`src/rtl/design_28_driver_pkg.sv`:
```
// Shared types and default sizing for the design_28 request driver.
package design_28_driver_pkg;

    localparam int DEF_W       = 16;
    localparam int DEF_DEPTH   = 4;
    localparam int DEF_TIMEOUT = 15;

    typedef enum logic [1:0] {
        IDLE  = 2'd0,
        ISSUE = 2'd1,
        WAIT  = 2'd2,
        HOLD  = 2'd3
    } state_t;

endpackage

```
`src/rtl/design_28_driver_if.sv`:
```
// Upstream request / downstream response bundle of the design_28 driver.
interface design_28_driver_if
    import design_28_driver_pkg::*;
#(
    parameter int W = DEF_W
);

    // A transfer happens on any rising edge where valid && ready; a source keeps
    // valid and its payload steady until that edge, and ready never waits on valid.
    logic         req_valid;
    logic         req_ready;
    logic [W-1:0] req_a;
    logic [W-1:0] req_b;
    logic         rsp_valid;
    logic         rsp_ready;
    logic [W-1:0] rsp_y;
    logic         rsp_err;

    modport master (
        output req_valid, req_a, req_b, rsp_ready,
        input  req_ready, rsp_valid, rsp_y, rsp_err
    );

    modport slave (
        input  req_valid, req_a, req_b, rsp_ready,
        output req_ready, rsp_valid, rsp_y, rsp_err
    );

endinterface

```
`src/rtl/design_28_req_fifo.sv`:
```
// Synchronous request FIFO; head entry is visible on rdata without a pop.
module design_28_req_fifo
    import design_28_driver_pkg::*;
#(
    parameter int DW    = 2 * DEF_W,
    parameter int DEPTH = DEF_DEPTH
) (
    input  logic                       clk,
    input  logic                       rst_n,
    input  logic                       push,
    input  logic [DW-1:0]              wdata,
    input  logic                       pop,
    output logic [DW-1:0]              rdata,
    output logic                       full,
    output logic                       empty,
    output logic [$clog2(DEPTH+1)-1:0] count
);

    localparam int AW = $clog2(DEPTH);
    localparam int NW = $clog2(DEPTH + 1);

    logic [DW-1:0] mem [DEPTH];
    logic [AW-1:0] wr_ptr;
    logic [AW-1:0] rd_ptr;
    logic          do_push;
    logic          do_pop;

    assign full    = (count == NW'(DEPTH));
    assign empty   = (count == '0);
    assign do_push = push && !full;
    assign do_pop  = pop && !empty;
    assign rdata   = mem[rd_ptr];

    // DEPTH is a power of two, so the pointers wrap by plain overflow.
    always_ff @(posedge clk or negedge rst_n) begin
        if (!rst_n) begin
            wr_ptr <= '0;
            rd_ptr <= '0;
            count  <= '0;
        end else begin
            if (do_push) wr_ptr <= wr_ptr + AW'(1);
            if (do_pop)  rd_ptr <= rd_ptr + AW'(1);
            case ({do_push, do_pop})
                2'b10:   count <= count + NW'(1);
                2'b01:   count <= count - NW'(1);
                default: count <= count;
            endcase
        end
    end

    always_ff @(posedge clk) begin
        if (do_push) mem[wr_ptr] <= wdata;
    end

endmodule

```
`src/rtl/design_28_driver.sv`:
```
// Queues operand pairs, runs them one at a time through an external compute
// block with a timeout, and returns results (or an error) in request order.
module design_28_driver
    import design_28_driver_pkg::*;
#(
    parameter int W       = DEF_W,
    parameter int DEPTH   = DEF_DEPTH,
    parameter int TIMEOUT = DEF_TIMEOUT
) (
    input  logic                clk,
    input  logic                rst_n,
    design_28_driver_if.slave   bus,
    output logic                dut_start,
    output logic [W-1:0]        dut_a,
    output logic [W-1:0]        dut_b,
    input  logic [W-1:0]        dut_y,
    input  logic                dut_valid,
    output logic                busy,
    output state_t              fsm_state
);

    localparam int CW = $clog2(TIMEOUT + 1);
    localparam int NW = $clog2(DEPTH + 1);
    localparam logic [CW-1:0] CNT_LAST = CW'(TIMEOUT - 1);
    localparam logic [CW-1:0] CNT_MAX  = CW'(TIMEOUT);

    state_t          state;
    state_t          state_next;
    logic [CW-1:0]   cnt;
    logic            push;
    logic            pop;
    logic            capture_ok;
    logic            capture_to;
    logic            fifo_full;
    logic            fifo_empty;
    logic [NW-1:0]   fifo_count;
    logic [NW-1:0]   count_next;
    logic [2*W-1:0]  fifo_head;
    logic            rsp_valid_q;
    logic [W-1:0]    rsp_y_q;
    logic            rsp_err_q;

    // Held low throughout reset so nothing is accepted before the FIFO is clean.
    assign bus.req_ready = rst_n && !fifo_full;
    assign push          = bus.req_valid && bus.req_ready;
    assign count_next    = fifo_count + NW'(push) - NW'(pop);

    assign bus.rsp_valid = rsp_valid_q;
    assign bus.rsp_y     = rsp_y_q;
    assign bus.rsp_err   = rsp_err_q;
    assign fsm_state     = state;

    design_28_req_fifo #(
        .DW    (2 * W),
        .DEPTH (DEPTH)
    ) u_req_fifo (
        .clk   (clk),
        .rst_n (rst_n),
        .push  (push),
        .wdata ({bus.req_a, bus.req_b}),
        .pop   (pop),
        .rdata (fifo_head),
        .full  (fifo_full),
        .empty (fifo_empty),
        .count (fifo_count)
    );

    always_comb begin
        state_next = state;
        pop        = 1'b0;
        capture_ok = 1'b0;
        capture_to = 1'b0;
        case (state)
            IDLE: begin
                if (!fifo_empty) begin
                    pop        = 1'b1;
                    state_next = ISSUE;
                end
            end
            ISSUE: state_next = WAIT;
            WAIT: begin
                // A result arriving on the last allowed cycle still counts as success.
                if (dut_valid) begin
                    capture_ok = 1'b1;
                    state_next = HOLD;
                end else if (cnt >= CNT_LAST) begin
                    capture_to = 1'b1;
                    state_next = HOLD;
                end
            end
            HOLD: begin
                if (bus.rsp_ready) state_next = IDLE;
            end
            default: state_next = IDLE;
        endcase
    end

    // Outputs are registered from next-state so they line up with the state they describe.
    always_ff @(posedge clk or negedge rst_n) begin
        if (!rst_n) begin
            state       <= IDLE;
            cnt         <= '0;
            dut_a       <= '0;
            dut_b       <= '0;
            dut_start   <= 1'b0;
            rsp_valid_q <= 1'b0;
            rsp_y_q     <= '0;
            rsp_err_q   <= 1'b0;
            busy        <= 1'b0;
        end else begin
            state       <= state_next;
            dut_start   <= (state_next == ISSUE);
            rsp_valid_q <= (state_next == HOLD);
            busy        <= (state_next != IDLE) || (count_next != '0);
            if (pop) {dut_a, dut_b} <= fifo_head;
            if (state == ISSUE) begin
                cnt <= '0;
            end else if (state == WAIT && cnt != CNT_MAX) begin
                cnt <= cnt + CW'(1);
            end
            if (capture_ok) begin
                rsp_y_q   <= dut_y;
                rsp_err_q <= 1'b0;
            end else if (capture_to) begin
                rsp_y_q   <= '0;
                rsp_err_q <= 1'b1;
            end
        end
    end

endmodule

```
`src/flat_wrapper.sv`:
```
// flat-port wrapper written by rule: the top's interface ports become plain ports
module design_28_driver_flat import design_28_driver_pkg::*;
#(
    parameter int W       = DEF_W,
    parameter int DEPTH   = DEF_DEPTH,
    parameter int TIMEOUT = DEF_TIMEOUT
)
  (clk, rst_n, dut_start, dut_a, dut_b, dut_y, dut_valid, busy, fsm_state, bus_req_valid, bus_req_a, bus_req_b, bus_rsp_ready, bus_req_ready, bus_rsp_valid, bus_rsp_y, bus_rsp_err);
  design_28_driver_if #(.W(W)) bus_i ();
  input  logic clk;
  input  logic rst_n;
  output logic dut_start;
  output logic [W-1:0] dut_a;
  output logic [W-1:0] dut_b;
  input  logic [W-1:0] dut_y;
  input  logic dut_valid;
  output logic busy;
  output state_t fsm_state;
  input wire logic [$bits(bus_i.req_valid)-1:0] bus_req_valid;
  input wire logic [$bits(bus_i.req_a)-1:0] bus_req_a;
  input wire logic [$bits(bus_i.req_b)-1:0] bus_req_b;
  input wire logic [$bits(bus_i.rsp_ready)-1:0] bus_rsp_ready;
  output wire logic [$bits(bus_i.req_ready)-1:0] bus_req_ready;
  output wire logic [$bits(bus_i.rsp_valid)-1:0] bus_rsp_valid;
  output wire logic [$bits(bus_i.rsp_y)-1:0] bus_rsp_y;
  output wire logic [$bits(bus_i.rsp_err)-1:0] bus_rsp_err;
  assign bus_i.req_valid = bus_req_valid;
  assign bus_i.req_a = bus_req_a;
  assign bus_i.req_b = bus_req_b;
  assign bus_i.rsp_ready = bus_rsp_ready;
  assign bus_req_ready = bus_i.req_ready;
  assign bus_rsp_valid = bus_i.rsp_valid;
  assign bus_rsp_y = bus_i.rsp_y;
  assign bus_rsp_err = bus_i.rsp_err;
  design_28_driver #(.W(W), .DEPTH(DEPTH), .TIMEOUT(TIMEOUT)) u_core (.clk(clk), .rst_n(rst_n), .bus(bus_i), .dut_start(dut_start), .dut_a(dut_a), .dut_b(dut_b), .dut_y(dut_y), .dut_valid(dut_valid), .busy(busy), .fsm_state(fsm_state));
endmodule
```
`config.mk`:
```
export PLATFORM = sky130hd
export DESIGN_NAME = design_28_driver_flat
export DESIGN_NICKNAME = d
export VERILOG_FILES = /design/src/rtl/design_28_driver_pkg.sv /design/src/rtl/design_28_driver_if.sv /design/src/rtl/design_28_req_fifo.sv /design/src/rtl/design_28_driver.sv /design/src/flat_wrapper.sv
export SDC_FILE = /design/constraint.sdc
export NUM_CORES = 1
export LEC_CHECK = 0
export ABC_AREA = 1
export BUFFER_PORTS_ARGS = -buffer_cell sky130_fd_sc_hd__buf_2
export CAP_MARGIN = 20
export CORE_MARGIN = 2
export CORE_UTILIZATION = 35
export CTS_CLUSTER_SIZE = 40
export DETAILED_ROUTE_END_ITERATION = 6
export PLACE_DENSITY = 0.55
export RECOVER_POWER = 100
export SYNTH_ARGS = -nofsm -noshare
export SYNTH_HDL_FRONTEND = slang
export SYNTH_SLANG_ARGS = --single-unit
```
`constraint.sdc`:
```
create_clock -name clk -period 3.7 [get_ports clk]
set_clock_uncertainty 0.2 [all_clocks]
set_input_delay 0.37 -clock clk [delete_from_list [all_inputs] [get_ports clk]]
set_output_delay 0.37 -clock clk [all_outputs]
set_load 0.01 [all_outputs]
```
Yosys cells after proc, flatten, opt, wreduce, memory -nomap -nowiden
Memories as Yosys holds them, arrays and structs flattened. A register that Yosys moved wholly into a read port is not among the register bits. Cells that the tools add are included.

Bits of input ports: 53. Memories: 1. Bits in writable memories: 128. Flip-flop bits (word level): 33. Output and inout port bits: 55.

Add/subtract/negate cells: 7. Reductions and logical operators: 16. $lt $le $gt $ge: 1. Equal/unequal tests: 9. Muxes and demuxes: 21.

Memories: u_core.u_req_fifo.mem (depth 4, bits a word 32, rd ports 1, clocked after Yosys merged registers in 1, write ports 1, RTL line design_28_req_fifo.sv:22) `logic [DW-1:0] mem [DEPTH];`.

Operator list (number): 16-bit 2-to-1 mux (2); 1-bit 2-to-1 mux (11); 2-bit == test, second input constant (4); 2-bit 2-to-1 mux (4); 4-bit 2-to-1 mux (2); 2-bit case mux with 4 select lines (1); 2-bit nonzero test (4); 2-bit by 1-bit == test with 1-bit output, second input constant (3); 3-bit case mux with 2 select lines (1); 1-bit logical AND (5); 2-bit by 1-bit adder with 2-bit output, second input constant (2); 4-bit by 1-bit adder with 4-bit output, second input constant (1); 4-bit >= comparator, second input constant (1); 4-bit != test, second input constant (1); 3-bit by 1-bit adder with 3-bit output (1); 3-bit by 1-bit adder with 3-bit output, second input constant (1); 3-bit == test, second input constant (1); 1-bit logical NOT (3); 3-bit logical NOT (1); 3-bit nonzero test (1); 3-bit by 1-bit subtractor with 3-bit output (1); 3-bit by 1-bit subtractor with 3-bit output, second input constant (1); 2-bit logical NOT (1); 1-bit logical OR (1).

Longest topological paths before layout
Word-level depth: 8. Gate-level depth with buffers: 13. Mapped depth without buffers: 12.

Modules after synthesis
Synthesis repeated with hierarchy kept, for this count alone.

Cell total of the unflattened synthesis: 717. Area total of the unflattened synthesis: 8022.7 µm².

Modules (own cells, without submodules): design_28_req_fifo (area an instance 5562.8 µm², times used 1, cells an instance 435); design_28_driver (area an instance 2459.9 µm², times used 1, cells an instance 282).

Worst setup path after synthesis
OpenSTA, ideal clock, no wires.

Path kind: reg-to-reg. From: register u_core.u_req_fifo.count[0]. To: memory u_core.u_req_fifo.mem[0][0] (netlist bit) (enable). Arrival time: 2.090 ns. Required time: 3.079 ns. Setup slack: 0.989 ns. Library setup time: 0.421 ns. Cell stages (with the launch flop): 5. Path through: dfrtp_1 > inv_1 > nand3_1 > nand3_2 > nor2_1.

Longest elaborated chain between the ends: 7.

Ends and longest elaborated chain: from (decl) (RTL line design_28_req_fifo.sv:16) `output logic [$clog2(DEPTH+1)-1:0] count`; from (signal assigned) (RTL line design_28_req_fifo.sv:44) `2'b10: count <= count + NW'(1);`; from (signal assigned) (RTL line design_28_req_fifo.sv:45) `2'b01: count <= count - NW'(1);`; from (signal assigned) (RTL line design_28_req_fifo.sv:46) `default: count <= count;`; 3-bit == test (*) (RTL line design_28_req_fifo.sv:28) `assign full = (count == NW'(DEPTH));`; 1-bit logical NOT (*) (RTL line design_28_req_fifo.sv:30, design_28_driver.sv:44); 1-bit logical AND (RTL line design_28_driver.sv:44) `assign bus.req_ready = rst_n && !fifo_full;`; 1-bit logical AND (RTL line design_28_driver.sv:45) `assign push = bus.req_valid && bus.req_ready;`; 1-bit logical AND (*) (RTL line design_28_req_fifo.sv:30) `assign do_push = push && !full;`; 1-bit 2-to-1 mux (*) (RTL line design_28_req_fifo.sv:52) `if (do_push) mem[wr_ptr] <= wdata;`; 1-bit 2-to-1 mux (implied by the code) (*) (RTL line design_28_req_fifo.sv:52); to (decl) (RTL line design_28_req_fifo.sv:22).

Mark *: on every way between the ends. The rest lies on a longest branch, timed or not.

Final worst setup path
From: register u_core.u_req_fifo.count[0]. To: register u_core.u_req_fifo.count[2].

Longest elaborated chain between the ends: 7.

Ends and longest elaborated chain: 3-bit == test (RTL line design_28_req_fifo.sv:28); 1-bit logical NOT (RTL line design_28_req_fifo.sv:30, design_28_driver.sv:44); 1-bit logical AND (RTL line design_28_driver.sv:44); 1-bit logical AND (RTL line design_28_driver.sv:45); 1-bit logical AND (RTL line design_28_req_fifo.sv:30); 2-bit by 1-bit == test with 1-bit output or 2-bit == test (tied branches) (RTL line design_28_req_fifo.sv:43) `case ({do_push, do_pop})`; 3-bit case mux with 2 select lines or 2-bit nonzero test (tied branches).

Several ways; a longest one is shown, not always the timed one. A chain may end at the register's enable or synchronous reset.

==> results.ini <==
[synthesis]
post-synth-top-area-fraction_pct = 48.7
synth_edf_count = 128
synthTopCellsByArea = edfxtp_1, nand2_1, dfrtp_1, nand3_1, ha_1
syn_nets = 827
synth-async-reset-ratio_pct = 33.7
ys.flop_type = edfxtp_1
synth-seq-area-share_pct = 69.2
ys_ff_latch = 193
avgSynthCellArea_sq_um = 10.4
yosysMostFrequentCell = nand2_1
netlist_instances = 763
synth_area_leader_cell = edfxtp_1
synthTopCellsByCount = nand2_1, edfxtp_1, dfrtp_1, nand3_1, inv_1
synthesis.area_sq_um = 7900
synth_cell_type_count = 28
yosys_warnings = 0

[cells_and_area]
drive_gt1_share_pct = 8.05
utilization_pct = 43.9
fin_nets = 983
instances_no_fill = 1212
areaGrowthSynthToFinish_pct = 22.2
n_antenna_cell = 0
n_fill_cell = 2108
fin_area_sq_um = 9650

[timing]
period_share_pct = 80.5
rsz0062_at_grt = false
relSlewSlack_pct = -15.8
fmax_ghz = 0.336
drv_slew = 67
layout_min_cycle_time_ns = 2.98
worst_pin_slew_ns = 1.74
setup_tns_ns = 0
setup_viol = 0
setup_slack_ns = 0.723
hold_slack_ns = 0.0666
hold_viol = 0

[clocking]
cts_root_buf = clkbuf_16
cts_buffer_depth = 2
h-tree-depth = 4
clock_sinks = 193
post_cts_resized = 0
clk_latency_ns = 0.43
clk_pin_slew_ns = 0.07
numCtsBuffers = 17
post_cts_buffers = 0
cts_tree = yes

[setup_path]
reg2reg_depth = 11
slowest_stage = clkbuf_2
cpPeakStageDelay_ns = 0.66
cp_num_buf_inv = 4
cp-start-kind = flop
cpMostUsedCell = inv_1
path_class = flop to flop
cp_top_family = buffers and inverters
critical_path_peak_fanout = 34
critPathRequiredTime_ns = 3.85
crit_cells = 11
arrival_ns = 3.13
cp-end-kind = flop
cp_cell_sequence = inv_1 -> nand3_1 -> nand2_4 -> inv_1 -> clkbuf_2 -> ha_1 -> inv_1 -> fa_1 -> or2_2 -> nand2_1 -> xor2_1

[floorplanning]
die_y_um = 154
ios = 108
initial_utilization_pct = 36.0
rows = 54
die_w_um = 154
die_area_sq_um = 23800
coreArea_sq_um = 22000

[run]
cap_viol_max_count = 1

[outcome]
outcome = complete, but fails checks
violations = max-capacitance violations, max-slew violations

[route]
first_iter_violations = 282
drtPass1Iterations = 4
wire_per_inst_um = 14.0
vias_per_cell = 4.42
ant_nets = 0
wirelength_mm = 16.9
drc_errors = 0
vias = 5360

[global_route]
grt_max_degree = 67
grt_pass1_vias = 5277
grt_antenna_before_repair = 0
grt_overflow_total = 0
grt_pass1_wl_mm = 27.1
gr-usage-all-layers_pct = 14.8

[placement]
post-dp-hpwl_mm = 10.1
place.gp.congestion = 0.687
place_ws_ns = 1.09
portBuffers = 107
placed_cell_area_sq_um = 8720
dp.cells = 1130

[power]
ir_drop_mv = 0.375
power_density_nw_per_um2 = 750
p_total_mw = 7.24
leakage_nw = 4.29

[min_path]
whs_path_depth = 4
hp-class = input port to flop

worst reg2reg max path, stage by stage, from the launching register on:
cell and delay [ns]:
dfrtp_1 0.40, inv_1 0.11, nand3_1 0.15, nand2_4 0.05, inv_1 0.08, clkbuf_2 0.66
ha_1 0.28, inv_1 0.07, fa_1 0.38, or2_2 0.30, nand2_1 0.08, xor2_1 0.13
path summary, 6_finish.rpt:
path / slack, ns / to / startpoint
min in group asynchronous: 0.34 / u_core.dut_b[7] / rst_n
min: 0.07 / u_core.bus.rsp_valid / bus_rsp_ready
min reg2reg: 0.28 / u_core.dut_a[3] / u_core.dut_a[3]
max reg2reg: 0.72 / u_core.u_req_fifo.count[2] / u_core.u_req_fifo.count[0]
max in group asynchronous: 1.80 / u_core.u_req_fifo.rd_ptr[0] / rst_n
max: 0.72 / u_core.u_req_fifo.count[2] / u_core.u_req_fifo.count[0]
routing by layer:
| layer | up-vias | global-route usage (%) | routed length [um] |
|---|---|---|---|
| li1 | 2749 | - | - |
| met1 | 2482 | 18.7 | 7730 |
| met2 | 116 | 25.5 | 8330 |
| met3 | 13 | 2.80 | 662 |
| met5 | - | 0 | 0 |
| met4 | 0 | 5.47 | 185 |
state kept, by name, indices dropped and copies added (netlist names):
signal / cells
u_core.dut_start: 1
u_core.u_req_fifo.count: 3
u_core.busy: 1
u_core.bus.rsp_y: 16
u_core.dut_a: 16
u_core.bus.rsp_valid: 1
u_core.dut_b: 16
u_core.u_req_fifo.rd_ptr: 2
u_core.u_req_fifo.wr_ptr: 2
u_core.fsm_state: 2
u_core.u_req_fifo.mem: 128
u_core.bus.rsp_err: 1
u_core.cnt: 4
cells by family after synthesis:
kind of cell | synth area share [%]
AO/OA/AOI/OAI | 0.728
XOR/XNOR | 0.333
adder cells (fa/ha/maj) | 1.93
buffers and inverters | 3.64
flip-flops | 69.2
AND/OR/NAND/NOR | 24.1
where the power goes:
part           switching (mW)  internal [mW]  leakage (nW)
logic                    1.66          0.777          2.04
registers               0.226           2.79          1.97
clock network           0.844          0.948         0.275
final cells by class:
cell class	instances	area [sq um]	share of cell area [%]
timing repair buffer	169	1010	10.5
clock buffer	17	425	4.41
multi-input combinational	512	2140	22.2
inverter	26	97.6	1.01
tap	280	350	3.63
sequential	193	5470	56.7
clock inverter	15	149	1.54
layout by cell type (no fill, tap or decap), types with 2 or more instances in the layout:
master,Yosys,layout
a21oi_1,2,2
clkinvlp_4,0,3
clkbuf_16,0,17
nor2_1,7,4
dlygate4sd3_1,0,50
clkbuf_1,4,87
xor2_1,2,2
inv_8,0,2
inv_1,22,23
nand4_1,2,2
inv_2,4,3
nor2_2,1,4
buf_2,17,19
edfxtp_1,128,128
buf_4,9,10
inv_6,0,5
fa_1,2,2
nand3_1,30,31
o21ai_0,7,8
ha_1,9,9
clkinv_2,0,2
clkbuf_2,0,3
dfrtp_1,65,64
nand2_1,440,440
what timing repair did:
| item | in CTS | in global routing |
|---|---|---|
| hold buffers | 50 | 0 |
| endpoints found under the hold margin | 146 | 0 |
| endpoints found under the setup margin | 0 | 0 |
Note: power is estimated with default switching activity, not from simulation.
